===== src/rtl/load_extract_unit_pkg.sv =====
// Shared load-path definitions: load op encodings, FSM states, byte-lane indices
// and the alignment legality check used when a load request is accepted.
package load_extract_unit_pkg;

    localparam logic [2:0] LD_W  = 3'b000;
    localparam logic [2:0] LD_H  = 3'b001;
    localparam logic [2:0] LD_HU = 3'b010;
    localparam logic [2:0] LD_B  = 3'b011;
    localparam logic [2:0] LD_BU = 3'b100;

    // Byte-lane indices; the store-side byte-enable logic uses the same numbering.
    localparam logic [1:0] LANE0 = 2'd0;
    localparam logic [1:0] LANE1 = 2'd1;
    localparam logic [1:0] LANE2 = 2'd2;
    localparam logic [1:0] LANE3 = 2'd3;

    typedef enum logic [1:0] {
        ST_IDLE,
        ST_ISSUE,
        ST_WAIT,
        ST_DONE
    } state_e;

    // Illegal op, unaligned word, or odd halfword address raises AdEL.
    function automatic logic load_addr_error(input logic [2:0] op, input logic [1:0] b);
        logic err;
        case (op)
            LD_W:         err = (b != LANE0);
            LD_H, LD_HU:  err = b[0];
            LD_B, LD_BU:  err = 1'b0;
            default:      err = 1'b1;
        endcase
        return err;
    endfunction

endpackage


===== src/rtl/load_extract_unit_load_ext.sv =====
// Combinational load extraction: selects the addressed byte/halfword of the bus
// word and zero- or sign-extends it to 32 bits.
module load_ext
    import load_extract_unit_pkg::*;
(
    input  logic [2:0]  op,
    input  logic [1:0]  b,
    input  logic [31:0] word,
    output logic [31:0] result
);

    logic signed [7:0]  byte_sel;
    logic signed [15:0] half_sel;

    always_comb begin
        byte_sel = word[7:0];
        case (b)
            LANE0:   byte_sel = word[7:0];
            LANE1:   byte_sel = word[15:8];
            LANE2:   byte_sel = word[23:16];
            default: byte_sel = word[31:24];
        endcase
        half_sel = b[1] ? word[31:16] : word[15:0];

        // Size casts of the signed selects sign-extend; the unsigned forms zero-fill.
        result = '0;
        case (op)
            LD_W:    result = word;
            LD_H:    result = 32'(half_sel);
            LD_HU:   result = {16'h0000, half_sel};
            LD_B:    result = 32'(byte_sel);
            LD_BU:   result = {24'h000000, byte_sel};
            default: result = '0;
        endcase
    end

endmodule


===== src/rtl/load_extract_unit.sv =====
// Load unit: accepts one request, issues a word-aligned bus read, waits with a
// timeout, then returns the extended byte/halfword/word with a one-cycle valid.
module load_extract_unit
    import load_extract_unit_pkg::*;
#(
    parameter int TIMEOUT = 16,
    parameter int CNT_W   = 8
) (
    input  logic        clk,
    input  logic        reset,
    input  logic        req_valid,
    output logic        req_ready,
    input  logic [31:0] req_addr,
    input  logic [2:0]  req_op,
    output logic        bus_rd_en,
    output logic [31:0] bus_addr,
    input  logic        bus_rvalid,
    input  logic [31:0] bus_rdata,
    output logic        rd_valid,
    output logic [31:0] rd_data,
    output logic        adel,
    output logic        bus_err,
    output logic        busy
);

    localparam logic [CNT_W-1:0] CNT_LAST = CNT_W'(TIMEOUT - 1);

    state_e           state, state_nxt;
    logic [CNT_W-1:0] cnt;
    logic [2:0]       op_p0;
    logic [1:0]       b_p0;
    logic             req_err;
    logic             accept;
    logic             timeout_hit;
    logic [31:0]      ext_data;

    assign req_err = load_addr_error(req_op, req_addr[1:0]);

    load_ext u_load_ext (
        .op     (op_p0),
        .b      (b_p0),
        .word   (bus_rdata),
        .result (ext_data)
    );

    always_ff @(posedge clk or posedge reset) begin
        if (reset) begin
            state <= ST_IDLE;
        end else begin
            state <= state_nxt;
        end
    end

    always_comb begin
        state_nxt   = state;
        accept      = 1'b0;
        timeout_hit = 1'b0;
        case (state)
            ST_IDLE: begin
                if (req_valid) begin
                    accept    = 1'b1;
                    state_nxt = req_err ? ST_DONE : ST_ISSUE;
                end
            end
            ST_ISSUE: state_nxt = ST_WAIT;
            ST_WAIT: begin
                // Response on the timeout cycle still wins over the timeout.
                if (bus_rvalid) begin
                    state_nxt = ST_DONE;
                end else if (cnt == CNT_LAST) begin
                    timeout_hit = 1'b1;
                    state_nxt   = ST_DONE;
                end
            end
            ST_DONE: state_nxt = ST_IDLE;
            default: state_nxt = ST_IDLE;
        endcase
    end

    // Registered outputs and request capture
    always_ff @(posedge clk or posedge reset) begin
        if (reset) begin
            req_ready <= 1'b1;
            busy      <= 1'b0;
            bus_rd_en <= 1'b0;
            bus_addr  <= '0;
            rd_valid  <= 1'b0;
            rd_data   <= '0;
            adel      <= 1'b0;
            bus_err   <= 1'b0;
            cnt       <= '0;
            op_p0     <= '0;
            b_p0      <= '0;
        end else begin
            req_ready <= (state_nxt == ST_IDLE);
            busy      <= (state_nxt != ST_IDLE);
            bus_rd_en <= accept && !req_err;
            rd_valid  <= (state_nxt == ST_DONE);

            if (accept) begin
                op_p0    <= req_op;
                b_p0     <= req_addr[1:0];
                bus_addr <= {req_addr[31:2], 2'b00};
                if (req_err) begin
                    adel    <= 1'b1;
                    bus_err <= 1'b0;
                    rd_data <= '0;
                end
            end

            if (state == ST_ISSUE) begin
                cnt <= '0;
            end

            if (state == ST_WAIT) begin
                if (bus_rvalid) begin
                    rd_data <= ext_data;
                    adel    <= 1'b0;
                    bus_err <= 1'b0;
                end else if (timeout_hit) begin
                    rd_data <= '0;
                    adel    <= 1'b0;
                    bus_err <= 1'b1;
                end else begin
                    cnt <= cnt + CNT_W'(1);
                end
            end
        end
    end

endmodule


===== config.mk =====
export PLATFORM = sky130hd
export DESIGN_NAME = load_extract_unit
export DESIGN_NICKNAME = d
export VERILOG_FILES = /design/src/rtl/load_extract_unit_pkg.sv /design/src/rtl/load_extract_unit_load_ext.sv /design/src/rtl/load_extract_unit.sv
export SDC_FILE = /design/constraint.sdc
export NUM_CORES = 1
export LEC_CHECK = 0
export ABC_CLOCK_PERIOD_IN_PS = 3700
export CAP_MARGIN = 0
export CORE_MARGIN = 5
export CORE_UTILIZATION = 38
export DETAILED_ROUTE_END_ITERATION = 6
export PLACE_DENSITY = 0.7
export SLEW_MARGIN = 10
export SYNTH_ARGS = -nofsm -noshare
export SYNTH_HDL_FRONTEND = slang
export SYNTH_SLANG_ARGS = --single-unit

===== constraint.sdc =====
create_clock -name clk -period 3.7 [get_ports clk]
set_clock_uncertainty 0.05 [all_clocks]
set_input_delay 0.74 -clock clk [delete_from_list [all_inputs] [get_ports clk]]
set_output_delay 0.74 -clock clk [all_outputs]
set_load 0.02 [all_outputs]

==> qor.txt <==
DRC errors left = 0
Max-cap violations = 0
CTS Root Cell = clkbuf_8
N_diodes = 0
Drt pass-1 iters = 4
Seq/Total Area, Yosys = 53.8%
Drt via density = 5.17
Hold Slack = 0.433 ns
Max Fanout on Critical Path = 13
Fmax = 0.411 GHz
Power Density = 795 nW/um^2
FFs w/ async S/R, synth = 100%
Top cells by area, synth = dfrtp_1, mux2_2, mux4_2
Final setup viols = 0
Initial antenna violation count = 0
Post-CTS setup repair buffer count = 0
Vias in the first global route = 3222
Final nets = 526
Most frequent cells in the layout = clkdlybuf4s50_1, dfrtp_1, mux2_2, nand2_1, a21oi_1
DRT Wirelength = 10.3 mm
Area Overhead vs Synth = 43.6%
Die width = 111 um
I/O pins = 141
Setup_tns = 0 ns
Die height = 111 um
Synthesis-stage register bit count = 83
DIE AREA = 12300 um^2
Core area = 9820 um^2
Area share of the largest cell type after synthesis = 53.2%
TritonCTS Buffers = 9
Tot GR Track Use = 16.8%
Post-synth EDFFs = 0
Tcrit/Tclk final = 65.7%
Worst hold path class = reg2reg
Via Count = 3058
CP endpoint kind = flop
Slew Viols, Final = 0
CTS tree = yes
Distinct cells, synth = 48
Synthesized area per cell = 12.0 um^2
Slowest CP cell = o211ai_1
Cell Chain, Critical Path = or4_4 > o211ai_1 > and2_1 > o21ai_0 > o31ai_1
Hpwl dp = 7.78 mm
Antenna-violating nets left = 0
Worst setup SP type = flop
Rows = 36
Grt ovf = 0
Placed cell area = 5340 um^2
Slowest stage delay, CP = 0.69 ns
CP Class = reg2reg
Maximum root-to-sink buffer count = 2
Post-synth top flop = dfrtp_1
Starting Density = 39.3%
Hold Violations, Final = 0
Peak VDD IR = 0.468 mV
Slew headroom = 39.2%
CTS HTree Levels = 3
DP Worst Slack = 1.09 ns
Critical Path RT = 3.90 ns
Clk pin slew, worst setup/hold paths = 0.08 ns
Largest net degree at the start of global routing = 53
P_leak = 2.31 nW
Layout cells sized above 1 = 16.1%
Final worst-path setup slack = 1.27 ns
CP arrival = 2.63 ns
Cts repair resizes = 0
First-pass GRT wire length = 16.8 mm
Yosys warnings = 0
Initial DRC Count = 129
RSZ-0062 raised after global routing = false
Fin crit period = 2.43 ns
Drt wl/cell = 17.4 um
Post-Synthesis Cells = 323
Largest area contributor in the netlist = dfrtp_1
Post-Syn Area = 3860 um^2
Fin area = 5540 um^2
Placer Congestion = 0.834
Status = completed
Most common cell after layout, fill and taps aside = clkdlybuf4s50_1
Actual slew at the worst max-slew pin = 0.911 ns
Hold-fix buffers, CTS = 0
CTS Sinks = 83
Worst-Skew Late Latency = 0.34 ns
Port Buffers = 138
==> cells by family after synthesis <==
| family | synth area share [%] |
|---|---|
| AO/OA/AOI/OAI | 16.6 |
| flip-flops | 53.8 |
| AND/OR/NAND/NOR | 8.75 |
| multiplexers | 15.9 |
| buffers and inverters | 3.99 |
| XOR/XNOR | 0.454 |
| adder cells (fa/ha/maj) | 0.324 |
| other | 0.0972 |
==> critical path: cells and delay by family (launching register included) <==
family / cells / cell delay (ns)
AOI/OAI and AO/OA: 3 / 0.88
and+or+nand+nor: 2 / 0.94
DFF: 1 / 0.46
==> layout make-up <==
cell class / instances / area [um^2]
fillers: 884 / 4280
well taps: 133 / 166
multi-input cells: 209 / 1640
inverters: 8 / 31.3
flip-flops and latches: 83 / 2080
clock buffers: 9 / 124
clock inverters: 7 / 76.3
repair buffers: 143 / 1430
==> Yosys cell counts, types with 2 or more instances <==
master,n
a21o_1,6
a21oi_1,21
a221o_1,7
a22o_1,6
a31oi_1,6
and3_1,4
buf_1,2
buf_2,6
buf_4,3
buf_6,2
clkbuf_1,11
dfrtp_1,82
inv_1,8
mux2_2,36
mux2i_1,3
mux4_2,8
nand2_1,23
nand2b_1,3
nand3_1,7
nand3b_1,2
nor2_1,8
nor2b_1,5
nor3_1,5
nor3b_1,2
o21ai_0,13
o21ai_1,3
o2bb2ai_1,18
o31ai_1,3
==> state kept, by name (all words and copies together) (netlist names), 2 cells and up <==
register and cells:
rd_data 32, state 2, bus_addr 30, cnt 8, op_p0 3, b_p0 2
==> power by group <==
group / leakage (nW) / internal (mW) / switching (mW)
sequential: 1.05 / 1.27 / 0.291
clock: 0.0962 / 0.317 / 0.348
combinational: 1.17 / 1.12 / 1.06
==> worst paths after layout <==
kind | end | slack [ns] | startpoint | cells past startpoint
worst max register to register | cnt[6] | 1.27 | cnt[4] | 5
min in group asynchronous | bus_addr[24] | 0.82 | reset | 2
worst max-delay path | cnt[6] | 1.27 | cnt[4] | 5
worst min register to register | rd_data[10] | 0.43 | rd_data[10] | 1
worst min-delay path | rd_data[10] | 0.43 | rd_data[10] | 1
max in group asynchronous | rd_data[13] | 2.10 | reset | 3
==> routing by layer <==
layer	global-route usage [%]	routed length [um]	vias up	share of wire, %
met5	0	0	-	0
met4	7.39	306	0	3.0
met3	4.09	623	24	6.1
met2	26.3	4920	104	48
met1	22.1	4430	1475	43
li1	-	-	1455	-
==> stage by stage <==
step / utilization [%] / power [mW] / instances
floorplan: - / 2.86 / 324
global placement: 54.4 / 3.75 / 576
detailed placement: 54.4 / 3.78 / 576
CTS: 56.5 / 4.46 / 592
global route: 56.5 / 4.69 / 592
finish: 56.5 / 4.40 / 592
Power figures use the tool's default switching activity.
==> edit 1 (same settings) <==
Re-encode `state_e` (4 states) as one-hot, 4 bits wide.
--- a/src/rtl/load_extract_unit_pkg.sv
+++ b/src/rtl/load_extract_unit_pkg.sv
@@ -14,11 +14,11 @@
     localparam logic [1:0] LANE2 = 2'd2;
     localparam logic [1:0] LANE3 = 2'd3;
 
-    typedef enum logic [1:0] {
-        ST_IDLE,
-        ST_ISSUE,
-        ST_WAIT,
-        ST_DONE
+    typedef enum logic [3:0] {
+        ST_IDLE  = 4'b0001,
+        ST_ISSUE = 4'b0010,
+        ST_WAIT  = 4'b0100,
+        ST_DONE  = 4'b1000
     } state_e;
 
     // Illegal op, unaligned word, or odd halfword address raises AdEL.
Behaviour: same outputs for any inputs over 4 cycles, from zero or initial values and one cycle with reset high; so few cycles prove little.
==> edit 1 against the original RTL <==
Count of clock-buffer cells in the layout up 2. Sequential cell count up 2. Combinational power down 18%. Worst hold slack better by 0.019 ns. Total power down 11%. Area after synthesis up 5.0%. Wire length up 3.0%. Worst setup slack better by 0.033 ns. Sequential power down 10%. Design area up 3.2%. Maximum frequency up 1.4%. Critical endpoint is now rd_data[3]$_DFF_PP0_. Largest cell class unchanged. Largest power group unchanged.
==> edit 1: results (changes against the original RTL) <==
synthDistinctLibCells: 49  # was 48
worstPathMaxFanout: 34  # was 13
grt_start_max_net_pins: 45  # was 53
drt_iter0_markers: 105  # was 129
final_nets: 524  # was 526
dr_total_vias: 3043  # was 3058
crit_path_top_delay_cell: "or3b_2"  # was o211ai_1
status: "finished, final reports clean"  # unchanged
dpl_worst_slack_ns: 0.951  # was 1.09 ns
min_to: "rd_data[22]$_DFF_PP0_"  # was rd_data[10]$_DFF_PP0_
slowest_delay_ns: 0.53  # was 0.69 ns
crit_family: "buffers and inverters"  # was simple AND/OR/NAND/NOR gates
ir_worst_vdd_v: 0.000383  # was 0.000468 V
nFillCells: 933  # was 884
synth_xor_area_frac: 0.00216  # was 0.00454
leakage_nw: 2.44  # was 2.31 nW
drt-met1-wl_um: 4520  # was 4430 um
r2r_slack_ns: 1.49  # was 1.27 ns
p_sw_frac: 0.363  # was 0.385
reg2reg_to: "cnt[5]$_DFF_PP0_"  # was cnt[6]$_DFF_PP0_
gp_congestion: 0.780  # was 0.834
grt_usage: 0.168  # about the same
min_from: "rd_data[22]$_DFF_PP0_"  # was rd_data[10]$_DFF_PP0_
dr_wl_met3_um: 832  # was 623 um
grt_use_met2: 0.263  # about the same
muxShareOfSynthArea: 0.187  # was 0.159
## edit 1: logic make-up after synthesis
kind of cell,after synthesis
xor+xnor,1
mux,60
simple gates,44
fa+ha+maj,1
buf+inv,36
flops,85
compound gates,91
other cells,1
## edit 1: layout make-up
class	instances	area [sq um]	area share
well taps	136	170	0.0297
inverters	14	53.8	0.00940
clock inverters	5	83.8	0.0147
repair buffers	143	1420	0.248
clock buffers	11	131	0.0230
multi-input cells	199	1730	0.303
flip-flops and latches	85	2130	0.372
## edit 1: metrics by stage
step	power (mW)	hold WS [ns]	std cells	area (sq um)
6_report	3.90	0.452	593	5720
5_1_grt	4.16	0.473	593	5720
4_1_cts	3.95	0.453	593	5720
3_5_place_dp	3.21	0.424	577	5510
3_3_place_gp	3.17	0.425	577	5510
2_1_floorplan	2.56	0.416	320	4060
## edit 1: how the worst max path moves through the flow
stage / startpoint / endpoint / slack (ns) / depth (start not counted)
floorplan: reset / adel$_DFF_PP0_ / 0.72 / 1
global placement: req_addr[0] / rd_data[14]$_DFF_PP0_ / 1.0 / 6
detailed placement: req_addr[0] / rd_data[14]$_DFF_PP0_ / 0.95 / 6
CTS: req_addr[0] / rd_data[3]$_DFF_PP0_ / 1.31 / 6
global route: req_op[2] / rd_data[7]$_DFF_PP0_ / 1.22 / 6
finish: req_op[2] / rd_data[3]$_DFF_PP0_ / 1.30 / 6
## edit 1: power groups by stage
| stage | clock network [mW] | logic [mW] | registers, mW |
|---|---|---|---|
| final | 0.724 | 1.78 | 1.40 |
| after global routing | 0.790 | 1.92 | 1.45 |
| after CTS | 0.744 | 1.80 | 1.40 |
| after detailed placement | 0 | 1.79 | 1.42 |
| after global placement | 0 | 1.77 | 1.40 |
| after floorplan | 0 | 0.978 | 1.58 |
==> edit 2 (same flow settings) <==
Made on the original files. The parameter `CNT_W` goes from 8 to 7.
--- a/src/rtl/load_extract_unit.sv
+++ b/src/rtl/load_extract_unit.sv
@@ -4,7 +4,7 @@
     import load_extract_unit_pkg::*;
 #(
     parameter int TIMEOUT = 16,
-    parameter int CNT_W   = 8
+    parameter int CNT_W   = 7
 ) (
     input  logic        clk,
     input  logic        reset,
Formal check against the unedited RTL: no difference found for any inputs over 4 cycles, from zero or initial values and one cycle with reset high; that may be too few to reach the edited logic, so the function may still have changed.
==> edit 2 against the original RTL <==
Wire length up 2.8%. Total power down 6.2%. Sequential cell count down 1. Die area down 0.77%. Worst setup slack better by 0.17 ns. Count of clock-buffer cells in the layout unchanged. Area after synthesis down 0.84%. Design area down 1.8%. Highest routed layer unchanged.
==> edit 2: results (changes against the original RTL) <==
hp-class: "flip-flop to flip-flop"  # unchanged
numCtsBuffers: 9  # unchanged
hold_depth: 1  # unchanged
reg2reg_depth: 6  # was 5
drt_iter0_markers: 109  # was 129
io_buffers: 138  # unchanged
r2r_slack_ns: 1.57  # was 1.27 ns
drive_gt1_frac: 0.151  # was 0.161
worstMarginPinSlew_ns: 0.812  # was 0.911 ns
antenna-diode-count: 0  # unchanged
gp_congestion: 0.882  # was 0.834
worstPathMaxFanout: 33  # was 13
clock-root-buffer: "clkbuf_8"  # unchanged
grt_pass1_wl_um: 16500  # was 16800 um
min_to: "rd_data[15]$_DFF_PP0_"  # was rd_data[10]$_DFF_PP0_
syn_inst: 299  # was 323
slowest_delay_ns: 0.45  # was 0.69 ns
netlist_top_cells_area: "dfrtp_1 (53%), mux2_2 (10%), a221o_1 (6.0%)"  # was dfrtp_1 (53%), mux2_2 (11%), mux4_2 (4.7%)
ir_worst_vdd_v: 0.000359  # was 0.000468 V
dpl_worst_slack_ns: 1.09  # about the same
min_from: "rd_data[15]$_DFF_PP0_"  # was rd_data[10]$_DFF_PP0_
synth.top_cells.by_count: "dfrtp_1 (81), mux2_2 (34), o21ai_0 (28)"  # was dfrtp_1 (82), mux2_2 (36), nand2_1 (23)
crit_path_top_delay_cell: "clkdlybuf4s50_1"  # was o211ai_1
grt_usage: 0.178  # was 0.168
post_cts_buffers: 0  # unchanged
status: "finished, final reports clean"  # unchanged
clk_pin_slew_ns: 0.09
leakage_nw: 2.28  # was 2.31 nW
ys_seq_area_frac: 0.536  # was 0.538
antenna_found_initial: 0  # unchanged
synthDistinctLibCells: 50  # was 48
reg.largest.list: "rd_data (32), bus_addr (30), cnt (7)"  # was rd_data (32), bus_addr (30), cnt (8)
routed_via_density: 5.37  # was 5.17
grt_start_max_net_pins: 39  # was 53
h-tree-depth: 3  # unchanged
dp_hpwl_um: 7940  # was 7780 um
grt_pass1_vias: 3288  # was 3222
final_nets: 503  # was 526
nFillCells: 887  # was 884
async_flop_share: 1.00  # unchanged
dr_total_vias: 3055  # was 3058
r2r-start: "cnt[0]$_DFF_PP0_"  # was cnt[4]$_DFF_PP0_
cts_resized: 0  # unchanged
worstSkewPairLatency_ns: 0.34  # about the same
holdWs_ns: 0.456  # was 0.433 ns
dp.cells: 553  # was 576
worstPathArrival_ns: 2.44  # was 2.63 ns
firstDrtPassIters: 4  # unchanged
crit_family: "compound AO/OA/AOI/OAI gates"  # was simple AND/OR/NAND/NOR gates
avgRoutedWirePerCell_um: 18.6  # was 17.4 um
reg2reg_to: "cnt[5]$_DFF_PP0_"  # was cnt[6]$_DFF_PP0_
clockBufferDepth: 2  # unchanged
yosysWarnings: 0  # unchanged
==> edit 2: cell types whose count changed after synthesis, sizes merged, moves of 6 or more <==
| cell | unedited run | this run |
|---|---|---|
| a221o | 7 | 24 |
| o2bb2ai | 18 | 1 |
| a21oi | 21 | 5 |
| o21ai | 17 | 31 |
| nand2 | 23 | 10 |
| a22o | 6 | 13 |
| a21o | 6 | 0 |
| a31oi | 6 | 0 |
| nor2 | 9 | 15 |
==> edit 2: area by class of cell <==
class	count	share of cell area
multi-input cells	189	0.295
inverters	7	0.00506
clock inverters	7	0.00988
clock buffers	9	0.0228
flip-flops and latches	82	0.377
well taps	133	0.0306
repair buffers	142	0.259
==> edit 2: power breakdown <==
group | internal (mW) | switching [mW] | total (mW)
combinational | 1.06 | 0.971 | 2.03
sequential | 1.24 | 0.283 | 1.52
clock | 0.247 | 0.340 | 0.586
total | 2.54 | 1.59 | 4.13
==> edit 2: worst max-delay path by stage <==
stage	from	endpoint	slack, ns	depth (start not counted)
after global placement	req_op[0]	rd_data[31]$_DFF_PP0_	1.11	6
final	req_op[0]	rd_data[31]$_DFF_PP0_	1.44	6
after CTS	req_ready$_DFF_PP1_	req_ready	1.44	1
after global routing	req_op[0]	rd_data[31]$_DFF_PP0_	1.36	6
after detailed placement	req_op[0]	rd_data[31]$_DFF_PP0_	1.09	6
after floorplan	reset	adel$_DFF_PP0_	0.80	1
==> edit 2: per-stage QoR <==
step | util | cell area (sq um)
2_1_floorplan | - | 3830
3_3_place_gp | 0.536 | 5270
3_5_place_dp | 0.536 | 5270
4_1_cts | 0.554 | 5440
5_1_grt | 0.554 | 5440
6_report | 0.554 | 5440
==> edit 2: cell families after synthesis <==
family / count (synthesis) / synth area share
xor gates and xnor gates: 3 / 0.00687
adders and majority gates: 1 / 0.00327
muxes: 45 / 0.166
DFF: 82 / 0.536
AOI/OAI and AO/OA: 83 / 0.162
and+or+nand+nor: 55 / 0.0771
buffers and inverters: 29 / 0.0474
other: 1 / 0.000980
==> edit 2: metal layers <==
metal	part of all wire	vias up	routed length, um	global-route usage
li1	-	1390	-	-
met1	0.40	1489	4270	0.219
met2	0.46	158	4860	0.284
met3	0.11	18	1210	0.0641
met4	0.021	0	223	0.0721
met5	0	-	0	0
